===== src/rtl/toaplan2_cen_pkg.sv =====
// Shared definitions for the Toaplan2 clock-enable bank: default sizes,
// the per-channel ratio record and the ratio-validity rule.
package toaplan2_cen_pkg;

  localparam int CEN_W_DEF   = 10;
  localparam int CEN_NCH_DEF = 4;

  // One channel's fractional divider setting: CEN rate = n/m of the clock.
  typedef struct packed {
    logic [CEN_W_DEF-1:0] n;
    logic [CEN_W_DEF-1:0] m;
  } cen_cfg_t;

  // A ratio is usable only if both terms are non-zero and n <= m/2, which
  // keeps the half-phase pulse and the full-phase pulse on separate cycles.
  function automatic logic ratio_ok(input logic [31:0] n, input logic [31:0] m);
    return (m != 32'd0) && (n != 32'd0) && (n <= (m >> 1));
  endfunction

endpackage


===== src/rtl/toaplan2_cen_chan.sv =====
// One fractional clock-enable channel: an accumulator adds N per clock and
// wraps at M, giving CEN at exactly N/M of the clock and CENB at the half
// phase. Optional freeze input exists only when TOAPLAN2_CEN_PAUSE_EN is
// defined.
module toaplan2_cen_chan
  import toaplan2_cen_pkg::*;
#(
  parameter int           W     = CEN_W_DEF,
  parameter logic [W-1:0] DEF_N = W'(9),
  parameter logic [W-1:0] DEF_M = W'(320)
) (
  input  logic         clk,
  input  logic         rst_n,
  input  logic         clr,
  input  logic         load,
  input  logic [W-1:0] cfg_n,
  input  logic [W-1:0] cfg_m,
`ifdef TOAPLAN2_CEN_PAUSE_EN
  input  logic         pause,
`endif
  output logic         cen,
  output logic         cenb,
  output logic         err
);

  localparam logic DEF_ERR = !ratio_ok(32'(DEF_N), 32'(DEF_M));

  logic [W-1:0] acc_q, acc_d;
  logic [W-1:0] n_q, n_d;
  logic [W-1:0] m_q, m_d;
  logic         cen_q, cen_d;
  logic         cenb_q, cenb_d;
  logic         err_q, err_d;

  logic [W:0]   sum_s;
  logic [W:0]   m_ext_s;
  logic [W-1:0] half_s;
  logic         valid_s;

  assign sum_s   = {1'b0, acc_q} + {1'b0, n_q};
  assign m_ext_s = {1'b0, m_q};
  assign half_s  = m_q >> 1;
  assign valid_s = ratio_ok(32'(n_q), 32'(m_q));

  // Next accumulator, ratio and pulse values; a clear (ratio write or SYNC)
  // restarts the phase and swallows this cycle's pulses.
  always_comb begin
    n_d    = n_q;
    m_d    = m_q;
    acc_d  = acc_q;
    cen_d  = 1'b0;
    cenb_d = 1'b0;
    if (clr) begin
      if (load) begin
        n_d = cfg_n;
        m_d = cfg_m;
      end else begin
        n_d = n_q;
      end
      acc_d = {W{1'b0}};
    end else if (!valid_s) begin
      acc_d = {W{1'b0}};
`ifdef TOAPLAN2_CEN_PAUSE_EN
    end else if (pause) begin
      acc_d = acc_q;
`endif
    end else if (sum_s >= m_ext_s) begin
      acc_d = W'(sum_s - m_ext_s);
      cen_d = 1'b1;
    end else begin
      acc_d  = sum_s[W-1:0];
      cenb_d = (acc_q < half_s) && (sum_s >= {1'b0, half_s});
    end
    err_d = !ratio_ok(32'(n_d), 32'(m_d));
  end

  // Channel state registers; reset reloads the build-time ratio and drops
  // any phase in progress.
  always_ff @(posedge clk) begin
    if (!rst_n) begin
      n_q    <= DEF_N;
      m_q    <= DEF_M;
      acc_q  <= {W{1'b0}};
      cen_q  <= 1'b0;
      cenb_q <= 1'b0;
      err_q  <= DEF_ERR;
    end else begin
      n_q    <= n_d;
      m_q    <= m_d;
      acc_q  <= acc_d;
      cen_q  <= cen_d;
      cenb_q <= cenb_d;
      err_q  <= err_d;
    end
  end

  assign cen  = cen_q;
  assign cenb = cenb_q;
  assign err  = err_q;

endmodule


===== src/rtl/toaplan2_cen_bank.sv =====
// Bank of NCH fractional clock-enable generators sharing one clock.
// Per-channel ratios load through CFG_*; SYNC restarts every phase.
// Define TOAPLAN2_CEN_PAUSE_EN to let PAUSE freeze channels in PAUSE_MASK;
// otherwise PAUSE is accepted and ignored.
module toaplan2_cen_bank
  import toaplan2_cen_pkg::*;
#(
  parameter int               NCH        = CEN_NCH_DEF,
  parameter int               W          = CEN_W_DEF,
  parameter logic [NCH*W-1:0] DEF_N      = {NCH{W'(9)}},
  parameter logic [NCH*W-1:0] DEF_M      = {NCH{W'(320)}},
  parameter logic [NCH-1:0]   PAUSE_MASK = {NCH{1'b0}},
  localparam int              CHW        = (NCH > 1) ? $clog2(NCH) : 1
) (
  input  logic           CLK,
  input  logic           RESET_N,
  input  logic           CFG_WE,
  input  logic [CHW-1:0] CFG_CH,
  input  logic [W-1:0]   CFG_N,
  input  logic [W-1:0]   CFG_M,
  input  logic           SYNC,
  input  logic           PAUSE,
  output logic [NCH-1:0] CEN,
  output logic [NCH-1:0] CENB,
  output logic [NCH-1:0] ERR
);

  for (genvar i = 0; i < NCH; i++) begin : g_chan
    logic hit_s;
    logic clr_s;

    // Out-of-range channel numbers never match, so such writes are dropped.
    assign hit_s = CFG_WE && (32'(CFG_CH) == i);
    assign clr_s = SYNC || hit_s;

`ifdef TOAPLAN2_CEN_PAUSE_EN
    logic pause_s;
    assign pause_s = PAUSE && PAUSE_MASK[i];
`endif

    toaplan2_cen_chan #(
      .W     (W),
      .DEF_N (DEF_N[i*W +: W]),
      .DEF_M (DEF_M[i*W +: W])
    ) u_chan (
      .clk   (CLK),
      .rst_n (RESET_N),
      .clr   (clr_s),
      .load  (hit_s),
      .cfg_n (CFG_N),
      .cfg_m (CFG_M),
`ifdef TOAPLAN2_CEN_PAUSE_EN
      .pause (pause_s),
`endif
      .cen   (CEN[i]),
      .cenb  (CENB[i]),
      .err   (ERR[i])
    );
  end

`ifndef TOAPLAN2_CEN_PAUSE_EN
  // PAUSE has no function in this build; tie it off without any logic.
  logic unused_pause_s;
  assign unused_pause_s = PAUSE ^ (|PAUSE_MASK);
`endif

endmodule


===== config.mk =====
export PLATFORM = sky130hd
export DESIGN_NAME = toaplan2_cen_bank
export DESIGN_NICKNAME = d
export VERILOG_FILES = /design/src/rtl/toaplan2_cen_pkg.sv /design/src/rtl/toaplan2_cen_chan.sv /design/src/rtl/toaplan2_cen_bank.sv
export SDC_FILE = /design/constraint.sdc
export NUM_CORES = 1
export LEC_CHECK = 0
export CORE_MARGIN = 2
export CORE_UTILIZATION = 40
export CTS_BUF_LIST = sky130_fd_sc_hd__clkbuf_4
export CTS_CLUSTER_SIZE = 24
export DETAILED_ROUTE_END_ITERATION = 12
export PLACE_DENSITY_LB_ADDON = 0.15
export SLEW_MARGIN = 20
export SYNTH_ARGS = -nofsm -noshare
export SYNTH_HDL_FRONTEND = slang
export SYNTH_SLANG_ARGS = --single-unit

===== constraint.sdc =====
create_clock -name CLK -period 7 [get_ports CLK]
set_clock_uncertainty 0.1 [all_clocks]
set_input_delay 1.4 -clock CLK [delete_from_list [all_inputs] [get_ports CLK]]
set_output_delay 1.4 -clock CLK [all_outputs]
set_load 0.005 [all_outputs]

==> reports/summary.log <==
[floorplanning] Placeable Area 0.0289 mm²
[clock_network] Post-CTS Resized 0
[timing] total count of max-transition violations in the final report 0
[timing] Tightest Pin Transition 0.997 ns
[placed_design] weighted congestion reported at the end of routability-driven placement 0.861
[timing] Relative slew margins 0.335
[floorplanning] effective utilization at floorplan 0.409
[clock_network] TritonCTS buffer count 17
[timing] final hold violation count 0
[floorplanning] overall die height 176 µm
[timing] unrepaired setup endpoints after global routing no
[detailed_routing] aggregate routed wire length 31.0 mm
[finish] summed area of non-filler cells in the final layout 0.0127 mm²
[worst_setup_path] CP peak stage delay 0.89 ns
[timing] portion of the clock cycle consumed by the worst path in the final layout 0.621
[placed_design] post-place instance area 0.0125 mm²
[yosys] area of the mapped netlist 0.0118 mm²
[worst_setup_path] Max FO, Critical Path 30
[timing] fin crit period 4.35 ns
[power] VDD IR-drop max 0.0000854 V
[floorplanning] die width 176 µm
[global_routing] maximum number of pins on one net before global-route repair 47
[job] Max-Cap Viols 0
[worst_setup_path] Worst Setup End Kind register
[worst_setup_path] family of cells with the greatest summed delay on the critical path compound AO/OA/AOI/OAI gates
[finish] share of final-layout standard cells stronger than drive strength 1 0.0621
[clock_network] number of buffers inserted by post-CTS setup repair 0
[detailed_routing] number of design rule violations left after detail routing 0
[yosys] area share of the largest cell type after synthesis 0.233
[clock_network] Clock Latency Late Sink 0.55 ns
[yosys] biggest area contributors in the synthesized netlist sky130_fd_sc_hd__ha_1 (23%), sky130_fd_sc_hd__dfxtp_1 (22%), sky130_fd_sc_hd__mux2i_1 (5.0%), sky130_fd_sc_hd__nor2_1 (5.0%), sky130_fd_sc_hd__a21oi_1 (3.6%)
[floorplanning] Die ar. 0.0309 mm²
[yosys] number of synthesized flops with an enable pin 0
[yosys] flop and latch count out of synthesis 132
[worst_setup_path] most used cell along the critical path sky130_fd_sc_hd__a21oi_1
[placed_design] # port buffers 37
[worst_setup_path] arrival time reported for the critical path endpoint 4.70 ns
[power] total leakage power 0.00599 µW
[worst_setup_path] buffers plus inverters on the worst setup path 2
[clock_network] Hold Buf Count CTS 0
[yosys] syn nets 1,654
[finish] number of fill cells 2,896
[yosys] post-synthesis sequential area ratio 0.224
[floorplanning] number of ports placed on the die boundary 39
[detailed_routing] antenna-violating nets left 0
[worst_setup_path] setup slack of the worst register-to-register path 2.72 ns
[global_routing] remaining global-route overflow 0
[yosys] Avg Cell Area, Syn 8.45 µm²
[yosys] share of synthesized flip-flops with an asynchronous set or reset 0
[global_routing] aggregate global-route resource usage 0.205
[worst_setup_path] Crit path required time 7.35 ns
[worst_setup_path] Slowest-stage cell, CP sky130_fd_sc_hd__and3_1
[clock_network] Clock Root Buffer sky130_fd_sc_hd__clkbuf_4
[detailed_routing] initial detailed-routing violation count 668
[yosys] synthesized netlist cell count 1,399
[yosys] ys flop type sky130_fd_sc_hd__dfxtp_1
[timing] highest clock frequency the design can meet 0.230 GHz
[floorplanning] Placement Rows 62
[clock_network] TritonCTS clock tree built
[clock_network] total number of clock tree sinks 132
[worst_setup_path] Critical Path, Cell by Cell clkdlybuf4s50_1 -> and3_1 -> nor2_1 -> a21oi_1 -> inv_1 -> ha_1 -> a21oi_1 -> nor2_1 -> o31a_1 -> o21ai_0 -> a21oi_1 -> o21a_1
[timing] number of failing setup endpoints in the final timing report 0
[global_routing] number of global-route vias before repair 9,514
[detailed_routing] total iterations of the first detailed-routing run 5
[power] power density relative to cell area 203 mW/mm²
[global_routing] wire length of the first global-routing pass 50.7 mm
[yosys] number of different library cells in the post-synthesis netlist 77
[yosys] Yosys Warn Count 0
[clock_network] largest buffer count on any clock path 2
[worst_setup_path] class of the most critical setup path primary input to register
[placed_design] Detail Placement HPWL 24.3 mm
[clock_network] clock slew at the register clock pins of the worst setup and hold paths 0.12 ns
[detailed_routing] via count normalized by instance count 5.48
[status] run status complete, no violations
[detailed_routing] via count of the routed design 9,956
[placed_design] pre-CTS setup slack 2.11 ns
[yosys] most used standard cell by instance count after synthesis sky130_fd_sc_hd__ha_1
[yosys] Synth area leader sky130_fd_sc_hd__ha_1
[clock_network] H-tree Lvls 4
[global_routing] antenna violations before repair 1
[timing] worst path setup slack after routing 2.65 ns
[worst_setup_path] type of element launching the critical path primary input
[detailed_routing] detailed-route wire length per cell 17.1 µm
[yosys] top cells by instance count after synthesis sky130_fd_sc_hd__ha_1 (220), sky130_fd_sc_hd__nor2_1 (156), sky130_fd_sc_hd__dfxtp_1 (132), sky130_fd_sc_hd__inv_1 (106), sky130_fd_sc_hd__a21oi_1 (84)
[finish] Total Nets Final 1,675
[finish] Area Overhead vs Synth 7.62%
[timing] setup TNS 0 ns
[hold_path] path class of the lowest-slack min-delay path register to register
[per-stage QoR]
stage	hold WS [ns]	util	power, µW	instances
after floorplan	0.354	-	1860	1399
after global placement	0.421	0.432	2090	1785
after detailed placement	0.423	0.432	2110	1785
after CTS	0.442	0.440	2600	1817
after global routing	0.468	0.440	2810	1818
final	0.429	0.440	2580	1818
[power by group]
| group | internal [µW] | leakage, µW | switching [µW] |
|---|---|---|---|
| clock network | 177 | 0.000146 | 304 |
| registers | 808 | 0.00107 | 42.2 |
| logic | 556 | 0.00477 | 696 |
[cell families (layout without fill, tap and decap cells)]
family	Yosys count	in the layout	share of synthesized area
multiplexers	78	78	0.0681
flip-flops	132	132	0.224
AND/OR/NAND/NOR	447	447	0.187
AO/OA/AOI/OAI	311	311	0.181
other	0	1	0
XOR/XNOR	54	54	0.0400
adder cells (fa/ha/maj)	228	228	0.246
buffers and inverters	149	183	0.0545
[final timing paths]
kind	from	endpoint	depth (start not counted)
worst max-delay path	CFG_CH[0]	g_chan[3].u_chan.err	12
worst min-delay path	g_chan[3].u_chan.m_q[0]	g_chan[3].u_chan.m_q[0]	2
worst max register to register	g_chan[3].u_chan.n_q[0]	g_chan[3].u_chan.cenb	16
worst min register to register	g_chan[3].u_chan.m_q[0]	g_chan[3].u_chan.m_q[0]	2
[worst register-to-register path, stage by stage, from the launching register on]
cell,delay [ns]
sky130_fd_sc_hd__dfxtp_1,0.37
sky130_fd_sc_hd__ha_1,0.23
sky130_fd_sc_hd__inv_1,0.07
sky130_fd_sc_hd__fa_1,0.20
sky130_fd_sc_hd__nor2b_1,0.07
sky130_fd_sc_hd__o31a_1,0.28
sky130_fd_sc_hd__o41ai_2,0.34
sky130_fd_sc_hd__nand2_1,0.14
sky130_fd_sc_hd__xor2_1,0.28
sky130_fd_sc_hd__ha_1,0.37
sky130_fd_sc_hd__a21oi_1,0.19
sky130_fd_sc_hd__o21bai_1,0.11
sky130_fd_sc_hd__a211oi_1,0.27
sky130_fd_sc_hd__a31oi_2,0.12
sky130_fd_sc_hd__nor2_2,0.57
sky130_fd_sc_hd__inv_2,0.15
sky130_fd_sc_hd__nor4_1,0.31
[placed cells by master, fill, tap and decap left out, types with 10 or more instances in the layout]
cell	netlist	routed
sky130_fd_sc_hd__a211oi_1	23	23
sky130_fd_sc_hd__nor2b_1	29	29
sky130_fd_sc_hd__nand2b_1	12	12
sky130_fd_sc_hd__clkdlybuf4s50_1	0	37
sky130_fd_sc_hd__xnor2_1	41	41
sky130_fd_sc_hd__nand2_1	80	80
sky130_fd_sc_hd__dfxtp_1	132	132
sky130_fd_sc_hd__a21oi_1	84	84
sky130_fd_sc_hd__nand4_1	26	26
sky130_fd_sc_hd__o2111ai_1	14	14
sky130_fd_sc_hd__ha_1	220	220
sky130_fd_sc_hd__nand3_1	24	24
sky130_fd_sc_hd__xor2_1	13	13
sky130_fd_sc_hd__mux2_2	19	19
sky130_fd_sc_hd__o21ai_0	50	50
sky130_fd_sc_hd__nor3_1	29	29
sky130_fd_sc_hd__and2_1	26	26
sky130_fd_sc_hd__inv_1	106	106
sky130_fd_sc_hd__nor2_1	156	155
sky130_fd_sc_hd__mux2i_1	59	59
sky130_fd_sc_hd__clkinv_2	0	10
sky130_fd_sc_hd__a31oi_1	10	10
sky130_fd_sc_hd__o21a_1	17	17
sky130_fd_sc_hd__nor4_1	18	18
sky130_fd_sc_hd__a21o_1	36	36
sky130_fd_sc_hd__clkbuf_4	0	19
[layer usage]
layer,up-vias,global-route usage,share of wire
met5,-,0,0
met4,0,0.0272,0.0043
met3,9,0.0299,0.042
met2,162,0.329,0.44
met1,4647,0.298,0.51
li1,5138,-,-
[state kept, by name, summed over array words and instances (netlist names)]
| signal | flops |
|---|---|
| g_chan.u_chan.acc_q | 40 |
| g_chan.u_chan.cen | 4 |
| g_chan.u_chan.cenb | 4 |
| g_chan.u_chan.n_q | 40 |
| g_chan.u_chan.m_q | 40 |
| g_chan.u_chan.err | 4 |
[area by class of cell]
| type | count | area, µm² | share of cell area |
|---|---|---|---|
| timing repair buffer | 44 | 423 | 0.0332 |
| sequential | 132 | 2640 | 0.208 |
| inverter | 107 | 402 | 0.0316 |
| antenna | 1 | 2.50 | 0.000197 |
| multi-input combinational | 1118 | 8540 | 0.671 |
| clock buffer | 19 | 143 | 0.0112 |
| tap | 384 | 480 | 0.0378 |
| clock inverter | 13 | 92.6 | 0.00728 |
No activity file was read; power rests on OpenSTA's default activity.
